===== config.mk =====
export PLATFORM = sky130hd
export DESIGN_NAME = nibble_deserializer
export DESIGN_NICKNAME = d
export VERILOG_FILES = /design/src/rtl/nibble_des_pkg.sv /design/src/rtl/nibble_shift_reg.sv /design/src/rtl/nibble_deserializer.sv
export SDC_FILE = /design/constraint.sdc
export NUM_CORES = 1
export LEC_CHECK = 0
export BUFFER_PORTS_ARGS = -buffer_cell sky130_fd_sc_hd__buf_2
export CAP_MARGIN = 20
export CORE_AREA = 4 4 41 43
export DETAILED_ROUTE_END_ITERATION = 8
export DIE_AREA = 0 0 45 47
export HOLD_SLACK_MARGIN = 0.03
export PLACE_DENSITY = 0.65
export SETUP_SLACK_MARGIN = 0.1
export SLEW_MARGIN = 5
export SYNTH_ARGS = -nofsm -noshare
export SYNTH_HDL_FRONTEND = slang
export SYNTH_SLANG_ARGS = --single-unit

===== constraint.sdc =====
create_clock -name CLK -period 2.45 [get_ports CLK]
set_input_delay 0.1225 -clock CLK [delete_from_list [all_inputs] [get_ports CLK]]
set_output_delay 0.1225 -clock CLK [all_outputs]
set_load 0.05 [all_outputs]

===== src/rtl/nibble_des_pkg.sv =====
// Shared state encoding and counter width for the nibble deserializer.
package nibble_des_pkg;
  typedef logic [1:0] state_t;
  localparam state_t ST_IDLE  = 2'd0;
  localparam state_t ST_SHIFT = 2'd1;
  localparam state_t ST_PAR   = 2'd2;
  localparam state_t ST_HOLD  = 2'd3;
  localparam int     CNT_W    = 4;
endpackage


===== src/rtl/nibble_shift_reg.sv =====
// WIDTH-bit serial-in shift register; MSB_FIRST picks which end the first bit ends up in.
module nibble_shift_reg #(
  parameter int WIDTH     = 4,
  parameter bit MSB_FIRST = 1'b1
) (
  input  logic             clk,
  input  logic             reset,
  input  logic             shift_en,
  input  logic             din,
  output logic [WIDTH-1:0] q
);
  logic [WIDTH-1:0] q_nxt;

  generate
    if (MSB_FIRST) begin : g_msb
      assign q_nxt = {q[WIDTH-2:0], din};
    end else begin : g_lsb
      assign q_nxt = {din, q[WIDTH-1:1]};
    end
  endgenerate

  always_ff @(posedge clk) begin
    if (reset)         q <= '0;
    else if (shift_en) q <= q_nxt;
  end
endmodule


===== src/rtl/nibble_deserializer.sv =====
// Serial-to-parallel front end for the 4-bit D register bank.
// Optional even-parity bit per word when NIBBLE_DES_PARITY_EN is defined.
module nibble_deserializer
  import nibble_des_pkg::*;
#(
  parameter int WIDTH     = 4,
  parameter bit MSB_FIRST = 1'b1
) (
  input  logic             CLK,
  input  logic             reset,
  input  logic             serial_in,
  input  logic             serial_valid,
  output logic             serial_ready,
  output logic [WIDTH-1:0] word_out,
  output logic             word_valid,
  input  logic             out_ready,
  output logic             load_en,
  output logic [CNT_W-1:0] bit_cnt,
  output logic             parity_err
);
  localparam logic [CNT_W-1:0] CNT_LAST = CNT_W'(WIDTH - 1);

  state_t state, state_nxt;
  logic   accept, shift_en, last_bit, par_ok;

  assign accept   = serial_valid & serial_ready;
  assign shift_en = accept & ((state == ST_IDLE) | (state == ST_SHIFT));
  assign last_bit = (bit_cnt == CNT_LAST);

  nibble_shift_reg #(.WIDTH(WIDTH), .MSB_FIRST(MSB_FIRST)) u_sreg (
    .clk      (CLK),
    .reset    (reset),
    .shift_en (shift_en),
    .din      (serial_in),
    .q        (word_out)
  );

  always_ff @(posedge CLK) begin
    if (reset) state <= ST_IDLE;
    else       state <= state_nxt;
  end

  always_comb begin
    state_nxt = state;
    case (state)
      ST_IDLE:  if (accept) state_nxt = ST_SHIFT;
`ifdef NIBBLE_DES_PARITY_EN
      ST_SHIFT: if (accept && last_bit) state_nxt = ST_PAR;
      ST_PAR:   if (accept) state_nxt = par_ok ? ST_HOLD : ST_IDLE;
`else
      ST_SHIFT: if (accept && last_bit) state_nxt = ST_HOLD;
`endif
      ST_HOLD:  if (out_ready) state_nxt = ST_IDLE;
      default:  state_nxt = ST_IDLE;
    endcase
  end

  // Reset gates the handshake outputs so nothing transfers during the reset cycle.
  always_comb begin
    serial_ready = 1'b0;
    word_valid   = 1'b0;
    if (state == ST_HOLD) word_valid   = 1'b1;
    else                  serial_ready = ~reset;
    load_en = word_valid & out_ready & ~reset;
  end

  always_ff @(posedge CLK) begin
    if (reset) bit_cnt <= '0;
    else begin
      case (state)
        ST_IDLE:  if (accept) bit_cnt <= CNT_W'(1);
        ST_SHIFT: if (accept) bit_cnt <= bit_cnt + CNT_W'(1);
        ST_PAR:   if (accept && !par_ok) bit_cnt <= '0;
        ST_HOLD:  if (out_ready) bit_cnt <= '0;
        default:  bit_cnt <= '0;
      endcase
    end
  end

`ifdef NIBBLE_DES_PARITY_EN
  logic par_acc, perr_q;

  assign par_ok     = ~(par_acc ^ serial_in);
  assign parity_err = perr_q;

  always_ff @(posedge CLK) begin
    if (reset) begin
      par_acc <= 1'b0;
      perr_q  <= 1'b0;
    end else begin
      perr_q <= (state == ST_PAR) & accept & ~par_ok;
      if (shift_en) par_acc <= (state == ST_IDLE) ? serial_in : (par_acc ^ serial_in);
    end
  end
`else
  assign par_ok     = 1'b1;
  assign parity_err = 1'b0;
`endif
endmodule


==> out/results.tsv, run 1 <==
metric	value	unit
irDropWorstVdd	0.309	mV
dp_slack	1.01	ns
gp_congestion	0.840	
ant_nets	0	
final_util	46.8	%
max_freq	0.667	GHz
firstDrtPassIters	4	
grt_pass1_wl	1580	microns
fin_crit_sh	61.2	%
synth_warnings	0	
core	1300	sq um
worst_slack	0.951	ns
outcome	finished clean	
power	0.381	mW
synthTopCellsByArea	dfxtp_1 (40%), mux2i_1 (7.9%), nor2b_1 (6.2%)	
root_buffer	clkbuf_4	
port_buffers	15	
fin_cells	89	
synthCells	59	
drv_cap	0	
start_util	38.8	%
path_class	reg2out	
dp_cells	85	
synth_top_cell_by_area	dfxtp_1	
avgSynthCellArea	8.57	sq um
cts_hold_buf	0	
grt-ovfl-total	0	
antenna_found_initial	0	
drive_above_1_share	28.4	%
grtUsageTotal	10.4	%
post_cts_buffers	0	
rows	13	
synth_area	505	sq um
fin_setup_tns	0	ns
critPathLaunchType	register	
die_h	47	microns
syn-num-nets	65	
crit_required	2.33	ns
ys_seq_elements	10	
maxSlewViolCount	0	
syn2layout_area_growth	20.5	%
worstPathArrival	1.38	ns
cts_tree	yes	
yosysTopAreaCellShare	39.6	%
drc_errors	0	
rsz0062_at_grt	no	
end_kind	output pin	
p_leak	0.291	nW
p_per_area	626	nW/um^2
hold_violations	0	
nNetsFinal	81	
die_w	45	microns
insertion_delay	0.26	ns
wl	1010	microns
finalCriticalPeriod	1.50	ns
yosysUniqueCellTypes	24	
grt_max_degree	14	
numCtsBuffers	3	
drt_iter0_drc	12	
wire_per_inst	11.3	microns
hold_path_class	in2reg	
clk_path_buf_depth	2	
diodes	0	
cts_max_level	1	
setup_viol	0	
cts_sinks	10	
pin_count	17	
ys_seq_area_share	39.6	%
clkTransAtPathRegs	0.06	ns
critPathMaxFanout	11	
via_per_inst	4.90	
hpwl	758	microns
finClkSkew	0.0101	ns
num_vias	436	
grt_pass1_vias	349	
cts_resized	0	
dieArea	2120	sq um
[worst max-delay path, cell delays in order, from the launching register on]
cell and delay, ns:
dfxtp_1 0.50, and2_1 0.21, and3b_1 0.15, buf_2 0.25
[layout by cell type (no fill, tap or decap), drive strengths merged]
cell type	synthesis	routed
buf	2	15
dfxtp	10	10
nor2	6	6
nand3	6	6
nor2b	5	5
mux2i	4	4
clkbuf	2	4
a21oi	3	3
inv	3	3
and3b	2	2
o21ai	2	2
or4	2	2
nand2b	2	2
a31oi	2	2
and2	1	1
o22ai	1	1
or3b	1	1
xor2	1	1
nor3b	1	1
nor3	1	1
ha	1	1
conb	1	1
[synth_stat cells]
cell      number
a21oi_1        3
inv_2          1
a31oi_1        2
nand3_1        6
mux2i_1        4
buf_6          1
clkbuf_1       2
nor2b_1        5
conb_1         1
nor2_1         6
ha_1           1
xor2_1         1
o22ai_1        1
or4_1          2
nor3_1         1
nor3b_1        1
buf_4          1
or3b_4         1
inv_1          2
nand2b_1       2
and3b_1        2
and2_1         1
dfxtp_1       10
o21ai_0        2
[state kept, by name (all words and copies together), names as in the netlist]
register and count:
bit_cnt 4, state 2, u_sreg.q 4
[per-stage QoR]
stage	hold slack (ns)	area [sq um]
after floorplan	0.194	505
after detailed placement	0.376	573
after global routing	0.164	609
after CTS	0.107	609
after global placement	0.359	573
final	0.115	609
[area by class of cell]
class	instances	area [sq um]
inverter	3	11.3
tap	15	18.8
fill	138	692
clock buffer	4	36.3
multi-input combinational	42	268
timing repair buffer	15	75.1
sequential	10	200
[power by group]
part / internal, mW / total [mW] / switching, mW
sequential: 0.168 / 0.175 / 0.00698
combinational: 0.0180 / 0.0594 / 0.0414
clock: 0.0900 / 0.146 / 0.0563
[kinds of logic after synthesis]
| family | synth area share (%) |
|---|---|
| adders and majority gates | 2.47 |
| other | 0.742 |
| DFF | 39.6 |
| AOI/OAI and AO/OA | 8.66 |
| buffers and inverters | 7.43 |
| and+or+nand+nor | 31.4 |
| xor gates and xnor gates | 1.73 |
| muxes | 7.92 |
[path summary, 6_finish.rpt]
path	endpoint	slack [ns]	from	cells past startpoint
max	load_en	0.95	state[1]$_SDFFE_PP0P_	3
min	u_sreg.q[0]$_SDFFE_PP0P_	0.11	serial_in	3
max reg2reg	bit_cnt[1]$_SDFFE_PP0P_	0.99	state[1]$_SDFFE_PP0P_	3
min reg2reg	u_sreg.q[3]$_SDFFE_PP0P_	0.49	u_sreg.q[3]$_SDFFE_PP0P_	2
[metal layers]
| layer | up-vias | global-route usage, % | part of all wire (%) | wire (microns) |
|---|---|---|---|---|
| met5 | - | 0 | 0 | 0 |
| met4 | 0 | 5.26 | 0.89 | 9 |
| met3 | 2 | 3.83 | 4.3 | 43 |
| met2 | 10 | 13.6 | 45 | 452 |
| met1 | 193 | 14.7 | 50 | 501 |
| li1 | 231 | - | - | - |
Note: power is estimated with default switching activity, not from simulation.
==> run 2, diff against run 1 <==
--- a/config.mk
+++ b/config.mk
@@ -5,13 +5,14 @@
 export SDC_FILE = /design/constraint.sdc
 export NUM_CORES = 1
 export LEC_CHECK = 0
+export ABC_AREA = 1
 export BUFFER_PORTS_ARGS = -buffer_cell sky130_fd_sc_hd__buf_2
 export CAP_MARGIN = 20
 export CORE_AREA = 4 4 41 43
 export DETAILED_ROUTE_END_ITERATION = 8
 export DIE_AREA = 0 0 45 47
 export HOLD_SLACK_MARGIN = 0.03
-export PLACE_DENSITY = 0.65
+export PLACE_DENSITY = 0.64
 export SETUP_SLACK_MARGIN = 0.1
 export SLEW_MARGIN = 5
 export SYNTH_ARGS = -nofsm -noshare
==> constraint.sdc (replaced) <==
create_clock -name CLK -period 1.5 [get_ports CLK]
set_input_delay 0.075 -clock CLK [delete_from_list [all_inputs] [get_ports CLK]]
set_output_delay 0.075 -clock CLK [all_outputs]
set_load 0.05 [all_outputs]
==> run 2 against run 1 <==
Cell count grew 6.7%; largest power group unchanged; sequential share of layout area grew 0.62 points; clock power rose by 24%.
==> out/results.tsv, run 2 <==
metric	value	unit	change
worstHoldPathCells	3		unchanged
ant_nets	0		unchanged
wl	978	microns	-2.9%
switching_share	30.1	%	+2.7 points
num_vias	454		+4.1%
cts_hold_buf	0		unchanged
hold_path_class	in2reg		
reg2reg_setup_slack	0.43	ns	-0.56 ns
drv_cap	0		unchanged
grt-ovfl-total	0		unchanged
insertion_delay	0.26	ns	about the same
cts_max_level	1		unchanged
n_fill_cell	138		unchanged
drt_iter0_drc	10		-2
antenna_found_initial	0		unchanged
critPathMaxFanout	4		-7
dpl_cell_area	576	sq um	+0.44%
drive_above_1_share	38.8	%	+10 points
core	1300	sq um	unchanged
port_buffers	15		unchanged
synthCells	64		+8.5%
post_cts_buffers	0		unchanged
synth-xor-area-share	0	%	-1.7 points
nNetsFinal	88		+8.6%
dieArea	2120	sq um	unchanged
gp_congestion	0.737		-12%
yosysUniqueCellTypes	21		-13%
final_common_cell	nand2_1		
power_frac_seq	50.3	%	+4.3 points
power.internal	0.393	mW	+42%
synth_common_cells	nand2_1 (16), dfxtp_1 (10), a21oi_1 (9), nor2_1 (4)		
numCtsBuffers	3		unchanged
reg_top3	bit_cnt x4, u_sreg.q x4, state x2		
crit_required	1.42	ns	-0.91 ns
cts_sinks	10		unchanged
multi_input_area	251	sq um	-6.1%
synth_top_cell_by_area	dfxtp_1		
clkPwrFrac	32.2	%	-6.2 points
critPathLaunchType	register		
synthMostInstantiatedCell	nand2_1		
synth.area.mux_share	0	%	-7.9 points
maxSlewViolCount	0		unchanged
avgSynthCellArea	7.74	sq um	-9.6%
grt_max_degree	9		-5
fin_setup_tns	0	ns	unchanged
ys_seq_area_share	40.4	%	+0.80 points
synth_warnings	0		unchanged
layout.cells.most_common_list	nand2_1 (16), buf_2 (14), a21oi_1 (9), dfxtp_1 (9)		
synthAdderAreaFrac	2.53	%	+0.050 points
drc_errors	0		unchanged
hpwl	775	microns	+2.2%
rows	13		unchanged
clkTransAtPathRegs	0.06	ns	about the same
p_comb_share	17.5	%	+1.9 points
p_leak	0.280	nW	-3.7%
clk_path_buf_depth	2		unchanged
synth_compound_area_share	11.6	%	+3.0 points
cts_tree	yes		
ys_seq_elements	10		unchanged
outcome	finished clean		
yosysTopAreaCellShare	40.4	%	+0.80 points
diodes	0		unchanged
hold_violations	0		unchanged
irDropWorstVdd	0.519	mV	+68%
worst_slack	0.205	ns	-0.746 ns
reg2reg_from	bit_cnt[0]$_SDFFE_PP0P_		
grt_pass1_wl	1690	microns	+7.0%
max_freq	0.772	GHz	
fin_crit_sh	86.4	%	
grt_pass1_vias	380		+8.9%
reg2reg_to	state[1]$_SDFFE_PP0P_		
via_per_inst	4.78		-2.4%
wire_per_inst	10.3	microns	-9.0%
whs_endpoint	u_sreg.q[0]$_SDFFE_PP0P_		
firstDrtPassIters	4		unchanged
synth_area	495	sq um	-2.0%
p_per_area	935	nW/um^2	+50%
grtUsageTotal	11.8	%	+1.4 points
async_reset_ff_share	0	%	unchanged
synth_simple_gate_area_share	34.8	%	+3.4 points
power	0.563	mW	+48%
worstPathArrival	1.22	ns	-0.16 ns
root_buffer	clkbuf_4		
syn-num-nets	70		+7.7%
synth_edf_count	0		unchanged
power.switching	0.170	mW	+62%
synth_ff_type	dfxtp_1		
end_kind	output pin		
whs	0.0586	ns	-0.0561 ns
stdcell_area	602	sq um	-1.2%
syn2layout_area_growth	21.5	%	
path_class	reg2out		
synthTopCellsByArea	dfxtp_1 (40%), nand2_1 (12%), a21oi_1 (9.1%)		
start_util	38.1	%	-0.77 points
die_h	47	microns	unchanged
min_from	serial_in		
finalCriticalPeriod	1.30	ns	
setup_viol	0		unchanged
synth_top_family_by_area	simple AND/OR/NAND/NOR gates		
pin_count	17		unchanged
seq_area	201	sq um	+0.62%
finClkSkew	0.00547	ns	-0.00463 ns
die_w	45	microns	unchanged
reg2regPathDepth	4		+1
dp_slack	0.427	ns	-0.583 ns
rsz0062_at_grt	no		
[run 2: cell count changes after synthesis, moves of 3 or more]
cell	delta
nand2_1	+16
nand2_2	+3
a21oi_1	+6
nor2b_1	-5
mux2i_1	-4
nand3_1	-3
[run 2: worst max path at each step]
stage	start	endpoint	slack, ns
6_report	state[1]$_SDFFE_PP0P_	load_en	0.20
5_1_grt	state[1]$_SDFFE_PP0P_	load_en	0.10
4_1_cts	state[0]$_SDFFE_PP0P_	load_en	0.14
3_5_place_dp	state[0]$_SDFFE_PP0P_	bit_cnt[3]$_SDFFE_PP0P_	0.43
3_3_place_gp	state[0]$_SDFFE_PP0P_	bit_cnt[2]$_SDFFE_PP0P_	0.43
2_1_floorplan	state[0]$_SDFFE_PP0P_	state[1]$_SDFFE_PP0P_	0.13
[run 2: cells by family (layout without fill, tap and decap cells)]
| family | after synthesis | count (layout) |
|---|---|---|
| AND/OR/NAND/NOR | 33 | 33 |
| AO/OA/AOI/OAI | 11 | 11 |
| flip-flops | 10 | 10 |
| buffers and inverters | 8 | 24 |
| adder cells (fa/ha/maj) | 1 | 1 |
| other | 1 | 1 |
[run 2: critical path, stage by stage (launching register included)]
cell	delay [ns]
dfxtp_1	0.39
nand2_2	0.11
inv_2	0.09
nand2_2	0.08
nor2_2	0.07
clkbuf_4	0.22
[run 2: area by class of cell]
type	count	share of cell area (%)
multi-input combinational	46	41.8
tap	15	3.12
sequential	10	33.5
timing repair buffer	15	12.9
clock buffer	3	3.74
inverter	6	4.99
[run 2: per-stage QoR]
stage	util, %	cells
2_1_floorplan	-	64
3_3_place_gp	44.2	92
4_1_cts	46.0	95
5_1_grt	46.3	95
3_5_place_dp	44.2	92
6_report	46.3	95
[run 2: power groups by stage]
stage / Combinational (mW) / Clock [mW] / Sequential (mW)
after floorplan: 0.0558 / 0 / 0.313
after global placement: 0.0991 / 0 / 0.289
after detailed placement: 0.0990 / 0 / 0.289
after CTS: 0.0997 / 0.193 / 0.283
after global routing: 0.108 / 0.216 / 0.285
final: 0.0985 / 0.181 / 0.283
[run 2: metal layers]
metal | share of wire, % | global-route usage, %
met1 | 45 | 13.1
met2 | 46 | 18.4
met3 | 8.3 | 6.90
met4 | 0.92 | 5.26
met5 | 0 | 0
[run 2: what timing repair did]
| item | CTS | global route |
|---|---|---|
| hold endpoints to repair | 0 | 0 |
| setup endpoints to repair | 0 | 1 |
| resized for setup | 0 | 2 |
